[config.mk]
export PLATFORM = sky130hd
export DESIGN_NAME = hex_display_driver
export DESIGN_NICKNAME = d
export VERILOG_FILES = /design/src/rtl/hex_display_driver.sv
export SDC_FILE = /design/constraint.sdc
export NUM_CORES = 1
export LEC_CHECK = 0
export ABC_AREA = 0
export ABC_CLOCK_PERIOD_IN_PS = 2220
export CAP_MARGIN = 20
export CORE_MARGIN = 2
export CORE_UTILIZATION = 57
export CTS_CLUSTER_SIZE = 16
export DETAILED_ROUTE_END_ITERATION = 8
export GPL_TIMING_DRIVEN = 0
export HOLD_SLACK_MARGIN = 0.06
export PLACE_DENSITY = 0.91
export SKIP_CTS_REPAIR_TIMING = 1
export SYNTH_ARGS = -nofsm -noshare
export SYNTH_HDL_FRONTEND = slang
export SYNTH_SLANG_ARGS = --single-unit
[constraint.sdc]
create_clock -name Clk -period 2.22 [get_ports Clk]
set_input_delay 0.333 -clock Clk [delete_from_list [all_inputs] [get_ports Clk]]
set_output_delay 0.333 -clock Clk [all_outputs]
set_load 0.1 [all_outputs]
[src/rtl/hex_display_driver.sv]
// Four-digit active-low 7-segment driver with a debounced freeze key and a
// "recently changed" indicator for an LED.
module hex_display_driver #(
  parameter int unsigned DEBOUNCE_CYCLES = 500000,
  parameter int unsigned CHANGE_CYCLES   = 12500000
) (
  input  logic       Clk,
  input  logic       Reset,
  input  logic [3:0] Hex7In,
  input  logic [3:0] Hex6In,
  input  logic [3:0] Hex5In,
  input  logic [3:0] Hex4In,
  input  logic       FreezeKey,
  input  logic       Blank,
  output logic [6:0] HEX7,
  output logic [6:0] HEX6,
  output logic [6:0] HEX5,
  output logic [6:0] HEX4,
  output logic       Frozen,
  output logic       Changed
);

  localparam int unsigned DW = $clog2(DEBOUNCE_CYCLES + 1);
  localparam int unsigned CW = $clog2(CHANGE_CYCLES + 1);

  logic          key_s1;
  logic          key_s2;
  logic          key_deb;
  logic [DW-1:0] deb_cnt;
  logic          deb_done_c;
  logic          press_c;
  logic [15:0]   disp;
  logic [15:0]   live_c;
  logic [CW-1:0] chg_cnt;

  assign live_c     = {Hex7In, Hex6In, Hex5In, Hex4In};
  assign deb_done_c = (key_s2 != key_deb) && (deb_cnt == DW'(DEBOUNCE_CYCLES - 1));
  // Press is the cycle the debounced level falls; release is ignored.
  assign press_c    = deb_done_c && key_deb;

  // Key synchronizer and debouncer; idle level is 1 (key released).
  always_ff @(posedge Clk or posedge Reset) begin
    if (Reset) begin
      key_s1  <= 1'b1;
      key_s2  <= 1'b1;
      key_deb <= 1'b1;
      deb_cnt <= '0;
    end else begin
      key_s1 <= FreezeKey;
      key_s2 <= key_s1;
      if (key_s2 == key_deb) begin
        deb_cnt <= '0;
      end else if (deb_done_c) begin
        key_deb <= key_s2;
        deb_cnt <= '0;
      end else begin
        deb_cnt <= deb_cnt + DW'(1);
      end
    end
  end

  // Freeze toggle, display capture and change-hold counter.
  always_ff @(posedge Clk or posedge Reset) begin
    if (Reset) begin
      Frozen  <= 1'b0;
      disp    <= '0;
      chg_cnt <= '0;
    end else begin
      if (press_c) begin
        Frozen <= ~Frozen;
      end
      if (Frozen) begin
        chg_cnt <= '0;
      end else begin
        disp <= live_c;
        if (live_c != disp) begin
          chg_cnt <= CW'(CHANGE_CYCLES);
        end else if (chg_cnt != '0) begin
          chg_cnt <= chg_cnt - CW'(1);
        end
      end
    end
  end

  assign Changed = (chg_cnt != '0);

  function automatic logic [6:0] seg7(input logic [3:0] d);
    logic [6:0] s;
    case (d)
      4'h0: s = 7'b1000000;
      4'h1: s = 7'b1111001;
      4'h2: s = 7'b0100100;
      4'h3: s = 7'b0110000;
      4'h4: s = 7'b0011001;
      4'h5: s = 7'b0010010;
      4'h6: s = 7'b0000010;
      4'h7: s = 7'b1111000;
      4'h8: s = 7'b0000000;
      4'h9: s = 7'b0010000;
      4'hA: s = 7'b0001000;
      4'hB: s = 7'b0000011;
      4'hC: s = 7'b1000110;
      4'hD: s = 7'b0100001;
      4'hE: s = 7'b0000110;
      default: s = 7'b0001110;
    endcase
    return s;
  endfunction

  // Blank overrides the decoders immediately without touching stored state.
  always_comb begin
    HEX7 = Blank ? 7'h7F : seg7(disp[15:12]);
    HEX6 = Blank ? 7'h7F : seg7(disp[11:8]);
    HEX5 = Blank ? 7'h7F : seg7(disp[7:4]);
    HEX4 = Blank ? 7'h7F : seg7(disp[3:0]);
  end

endmodule

# Yosys cells after proc, flatten, opt, wreduce, memory -nomap -nowiden
# Memories as Yosys holds them, arrays and structs flattened.
# Index checks and enable logic that the tools add are counted.
dict set report word_totals {
  n_memories 4
  input_bits 20
  ff_bits 63
  mem_bits_ro 448
}
# name words word_bits rd rd_ports_with_merged_regs wr line
set mem_list {}
lappend mem_list {{(no name shown)} 16 7 1 0 0 89} ;# case (d)
lappend mem_list {{(no name shown)} 16 7 1 0 0 89}
lappend mem_list {{(no name shown)} 16 7 1 0 0 89}
lappend mem_list {{(no name shown)} 16 7 1 0 0 89}
dict set report op_classes {
  n_eq_ne 4
  muxes 9
  n_reduce_logical 5
  bitwise 2
  n_addsub 2
}
# cell count
set ops {}
lappend ops {{2-to-1 mux 24 bit} 3}
lappend ops {{2-to-1 mux 19 bit} 2}
lappend ops {{2-to-1 mux 7 bit} 4}
lappend ops {{nonzero test 24 bit} 1}
lappend ops {{subtractor 24 x 1 -> 24 bit, second input constant} 1}
lappend ops {{adder 19 x 1 -> 19 bit, second input constant} 1}
lappend ops {{equality test 19 bit, second input constant} 1}
lappend ops {{inequality test 16 bit} 1}
lappend ops {{nonzero test 3 bit} 1}
lappend ops {{logical AND 1 bit} 2}
lappend ops {{NOT 1 bit} 2}
lappend ops {{AND reduction 2 bit} 1}
lappend ops {{equality test 1 bit} 1}
lappend ops {{inequality test 1 bit} 1}

# Longest topological paths before layout
# Gate-level depths: netlist of run 1.
dict set report depth {
  ltp_word 4
  ltp_mapped 8
  ltp_nobuf 7
}

# Least setup slack after synthesis of run 1
# OpenSTA, ideal clock, no wires.
dict set report synth_path {
  path_type {reg-to-output}
  start {register disp[15]}
  end {output port HEX7[4]}
  setup_slack_ns -1.107
  t_arrival_ns 2.994
  required_time_ns 1.887
  stages_incl_launch_ff 5
  path_cell_list {dfrtp_1 -> buf_2 -> clkbuf_1 -> mux2i_1 -> o21ai_0}
}
dict set report synth_via {
  elab_chain_cells 2
}
# item line
set synth_rtl {}
lappend synth_rtl {{start: declaration} 32} ;# logic [15:0] disp;
lappend synth_rtl {{start signal: assignment} 75} ;# disp <= live_c;
lappend synth_rtl {{memory read (16 x 7 bit)} --}
lappend synth_rtl {{2-to-1 mux 7 bit} 112} ;# HEX7 = Blank ? 7'h7F : seg7(disp[15:12]);
lappend synth_rtl {{end: declaration} 15} ;# output logic [6:0] HEX7,
# No other way between the ends.

# Final worst setup path of run 1
dict set report layout_path {
  start {register disp[13]}
  end {output port HEX7[3]}
}
# The elaborated chain is that of the path after synthesis.

==> run metrics, run 1 <==
number of synthesized flops with an enable pin=0; largest family of logic cells by synthesized area=simple AND/OR/NAND/NOR gates; register bit total from synthesis=63; Worst Setup Slack, final=-181.5 ps; async set or reset register ratio after synthesis=100.0%; area share of the largest cell type after synthesis=35.27%; largest net degree at the start of global routing=46; clock skew=9.513 ps; startpoint types=flop; CTS HTree Levels=3; Syn Area/Cell=9.945 um2; Tot Pwr=a little under 3000 uW; # clock sinks=63; Buffers on Ports=48; Routed Antenna Nets=0; CP endpoint kind=output pin; CP Max Fanout=6; Final GP Congestion=0.8919; TritonCTS clock tree=done; slowest CP cell=dfrtp_2; Pre-antenna DRT Iters=5; CTS Buffer Depth=2; vias in the first global route=3417; Peak VDD IR=0.5537 mV; Via Count=around 3.7k; Netlist Area Pre-Place=0.004257 mm2; Detail Placement HPWL=6941 um; Synth warnings=0; Main synth FF type=dfrtp_1; Synth area leaders=dfrtp_1, ha_1, mux2_2; Layout Nets=564; Routed WL per cell=19.07 um; Routed WL=11840 um; final setup vio count=14; Final Hold Vio Count=0; P per Cell Area=~520 mW/mm2; worst-path cell chain=inv_4 > ha_4 > inv_2 > mux4_2 > or2_4 > buf_12; CTS clk-pin slew, worst paths=80 ps; period utilisation layout=108.2%; FF+latch area=0.001592 mm2; min Tclk post-route=2401 ps; most common cell in the synthesized netlist=dfrtp_1; Crit Path Class=flop to output pin; failing checks=setup timing; initial antenna violation count=0; Tightest Pin Transition=962.4 ps; Post-Syn Instances=approximately 430; syn_nets=475; Diodes inserted=0; number of placed I/O pins=50; Core ar.=about 0.0073 mm2; run status=finished with violations; initial core utilization=around 59%; Via-to-Cell Ratio=5.974; mux contribution to synthesized area=11.55%; footprint of the multi-input gates=0.002699 mm2; clk root buf=clkbuf_8; fill count=449; WP data arrival=2070 ps; crit-path max cell delay=450 ps; Area Growth Syn to Fin=33.01%; post-placement cell count=576; compound-cell area share of the yosys netlist=under 10%; Die X=roughly 90 um; required time worst endpoint=roughly 1900 ps; Yosys cell types=51; Die Area=0.008175 mm2; DR iter-0 viols=~280; worst hold path type=input port to asynchronous set/reset pin; commonest cells in the netlist=dfrtp_1, nor2_1, xor2_1, ha_1, mux2_2; layout cells sized above 1=~37%; first-pass GRT wire length=~17000 um; adder-cell share of the synthesized area=7.937%; Seq/Total Area, Yosys=37.13%; Fmax=0.4164 GHz; CTS buffer count=9; Die Span Y=90.42 um; Leak=between 0.002 and 0.0025 uW; drt drc=0; Worst-Skew Late Latency=approximately 350 ps; xor and xnor area share after synthesis=9.877%; row count=31; Final Slew Violations=0; grt ovf=0; Max-slew headroom=35.73%; Post-Synth Simple-Gate Area=19.72%; final non-filler cell total=621; most area-hungry cell type in the Yosys netlist=dfrtp_1; RSZ-0062 raised after global routing=yes; Max Cap Viol=0; GRT Total Usage=24.97%
[cell type report]
type,instances,share of cell area (%)
clock buffers,10,2.254
flip-flops and latches,63,28.11
well taps,99,2.188
clock inverters,6,0.8177
inverters,18,1.503
plain buffers,21,2.431
multi-input cells,325,47.67
repair buffers,79,15.03
[kinds of logic (layout without fill, tap and decap cells)]
family,count (synthesis),count (layout)
simple gates,151,151
flops,63,63
compound gates,58,58
xor+xnor,48,48
mux,41,41
buf+inv,40,134
fa+ha+maj,27,27
[worst max-delay path, delay by kind of cell, from the launching register on]
family | cells | cell delay, ps
flops | 1 | 450
mux | 1 | 440
buf+inv | 3 | 280
fa+ha+maj | 1 | 270
simple gates | 1 | 270
[per-layer routing]
metal	vias up	part of all wire, %	GRT usage (%)
met4	0	2.5	8.077
met5	-	0	0
met3	27	4.6	4.591
li1	1689	-	-
met2	140	54	42.73
met1	1854	38	32.18
[placed cells by master (no fill, tap or decap), types with 6 or more instances in the layout]
master           count
inv_4                7
clkdlybuf4s50_1     18
mux2i_1             12
ha_4                12
o21ai_2              7
nand2_1             24
ha_1                12
buf_6               19
nand4_1              8
dfrtp_2              9
nor3_1              12
o21ai_1              7
xnor2_1             19
nor2_1              50
inv_2                7
buf_2                8
a21oi_1             16
buf_12              13
nand3_1              7
clkbuf_8             9
clkbuf_4             9
buf_4               24
dfrtp_1             51
mux2_2              24
a221o_1              8
xor2_1              29
nor4_1               6
a211o_1              8
[sequential cells by signal, indices dropped and copies added (netlist names)]
name     count
key_s1       1
key_deb      1
chg_cnt     24
deb_cnt     19
key_s2       1
disp        16
Frozen       1
[power breakdown]
group	total [uW]	switching (uW)	leakage (uW)	internal, uW
clock	888	478	0.0000829	410
combinational	872	559	0.00155	312
sequential	1200	30.5	0.000758	1170
total	2960	1070	0.00239	1890
[stage by stage]
step | cell area, um2 | util (%) | setup slack [ps] | hold slack (ps) | setup TNS [ps]
final | 5662 | 78.06 | -181.5 | 294.2 | -1103
after global routing | 5662 | 78.06 | -229.5 | 346.3 | -1864
after CTS | 5070 | 69.90 | -1188 | 294.3 | -26650
after detailed placement | 4896 | 67.50 | -804.2 | 347.5 | -19150
after global placement | 4876 | 67.22 | -745.8 | 346.3 | -57850
after floorplan | 4272 | - | 91.33 | 337.5 | 0
[path summary, 6_finish.rpt]
check,cells after the start,endpoint,slack (ps),startpoint
worst max-delay path,6,HEX7[3],-180,disp[13]
worst min-delay path,2,deb_cnt[10],290,Reset
worst max register to register,7,chg_cnt[6],150,disp[8]
worst min register to register,0,key_s2,360,key_s1
max in group asynchronous,3,key_s1,1290,Reset
min in group Clk,0,key_s2,360,key_s1
(Power assumes the default switching activity.)
==> run 2, diff against run 1 <==
RECOVER_POWER = 25   (was not set)
==> run metrics, run 2 (synthesis gave the netlist of run 1 again) <==
TritonCTS clock tree=done; P per Cell Area=524.4 mW/mm2 (+0.24%); Routed Antenna Nets=0 (unchanged); Worst Setup Slack, final=-184.9 ps (-3.459 ps); most common cell after layout, fill and taps aside=dfrtp_1; Detail Placement HPWL=6941 um (unchanged); Via-to-Cell Ratio=5.950 (-0.40%); Tightest Pin Transition=962.4 ps (+0.006676 ps); final setup vio count=14 (unchanged); WP data arrival=2070 ps (about the same); grt ovf=0 (unchanged); clock skew=12.40 ps (+2.891 ps); WHS Path Cells=0; row count=31 (unchanged); DP Area=0.004896 mm2 (unchanged); initial core utilization=58.69% (unchanged); failing checks=setup timing; Reg2Reg Depth=7 (unchanged); R2R Path Start=disp[8]; CTS clk-pin slew, worst paths=70 ps (about the same); number of placed I/O pins=50 (unchanged); drt drc=0 (unchanged); # clock sinks=63 (unchanged); initial antenna violation count=0 (unchanged); Top Registers=chg_cnt (24), deb_cnt (19), disp (16); startpoint types=flop; Routed WL per cell=19.13 um (+0.29%); Diodes inserted=0 (unchanged); Pre-antenna DRT Iters=5 (unchanged); reg2reg end=chg_cnt[6]; Leak=0.002391 uW (-0.13%); GRT Total Usage=24.97% (unchanged); vias in the first global route=3417 (unchanged); clk root buf=clkbuf_8; Final GP Congestion=0.8919 (unchanged); Die Area=0.008175 mm2 (unchanged); CTS buffer count=9 (unchanged); r2r setup slk=130 ps (-20 ps); first-pass GRT wire length=16510 um (unchanged); Crit Path Class=flop to output pin; RSZ-0062 raised after global routing=yes; Peak VDD IR=0.5535 mV (about the same); Most flops, register=chg_cnt; max reg flops=24 (unchanged); CP Max Fanout=4 (-2); Buffers on Ports=48 (unchanged); Layout Nets=564 (unchanged); Fmax=0.4158 GHz (-0.14%); worst hold path type=flop to flop; Routed WL=11880 um (+0.29%); min Tclk post-route=2405 ps (+3.459 ps); layout cells sized above 1=36.97% (-0.19 points); Min-Delay Endpoint=key_s2; Max Cap Viol=0 (unchanged); Die Span Y=90.42 um (unchanged); Tot Pwr=2962 uW (about the same); Die X=90.42 um (unchanged); Max-slew headroom=35.73% (about the same); Worst-Skew Late Latency=350 ps (about the same); Core ar.=0.007253 mm2 (unchanged); Final Slew Violations=0 (unchanged); run status=finished with violations; Final Hold Vio Count=0 (unchanged); hold_sp=key_s1; final instance area=0.005649 mm2 (-0.22%); most frequent cells in the layout=dfrtp_1, nor2_1, xor2_1; period utilisation layout=108.3% (+0.16 points); final non-filler cell total=621 (unchanged); CP endpoint kind=output pin; Area Growth Syn to Fin=32.72%; largest net degree at the start of global routing=46 (unchanged); CTS HTree Levels=3 (unchanged); Via Count=3695 (-0.40%); DR iter-0 viols=264 (-4.3%); post-placement cell count=576 (unchanged); CTS Buffer Depth=2 (unchanged); hold slack=358.6 ps (+64.36 ps); final core utilization=77.89% (-0.17 points); required time worst endpoint=1890 ps (about the same)
run 2: worst max path at each step:
stage | end | slack [ps] | from | depth (start not counted)
finish | HEX4[3] | -180 | disp[1] | 6
global route | HEX4[3] | -230 | disp[1] | 6
CTS | HEX4[3] | -1190 | disp[0] | 6
detailed placement | HEX4[3] | -800 | disp[0] | 6
global placement | HEX4[3] | -750 | disp[0] | 6
floorplan | HEX4[3] | 90 | disp[0] | 5
run 2: stage by stage:
step                      TNS (ps)  worst slack [ps]
final                        -1122            -184.9
after global routing         -1864            -229.5
after CTS                   -26650             -1188
after detailed placement    -19150            -804.2
after global placement      -57850            -745.8
after floorplan                  0             91.33
run 2: critical path, cell delays in order (launching register included):
cell and delay, ps:
dfrtp_2 450, inv_4 80, ha_4 260, inv_2 30, mux4_2 460, or2_4 280, buf_12 170
run 2: layer usage:
layer,wire [um],global-route usage (%),vias to the layer above
li1,-,-,1690
met1,4479,32.18,1826
met2,6425,42.73,148
met3,631,4.591,31
met4,340,8.077,0
met5,0,0,-
run 2: final cells by class:
type                       count  area (um2)
buffer                        21       137.6
clock buffer                  10       127.6
clock inverter                 6       46.29
fill                         451        1604
inverter                      18       85.08
multi-input combinational    325        2699
sequential                    63        1592
tap                           99       123.9
timing repair buffer          79       838.3
run 2: power breakdown:
part	internal [uW]	switching (uW)	leakage, uW
Combinational	309	557	0.00155
Sequential	1170	30.5	0.000758
Clock	410	484	0.0000829
==> run 3, diff against run 2 <==
CTS_CLUSTER_DIAMETER = 30   (was not set)
==> results of run 3 <==
No change in the layout: final DEF, timing and power equal those of run 2.
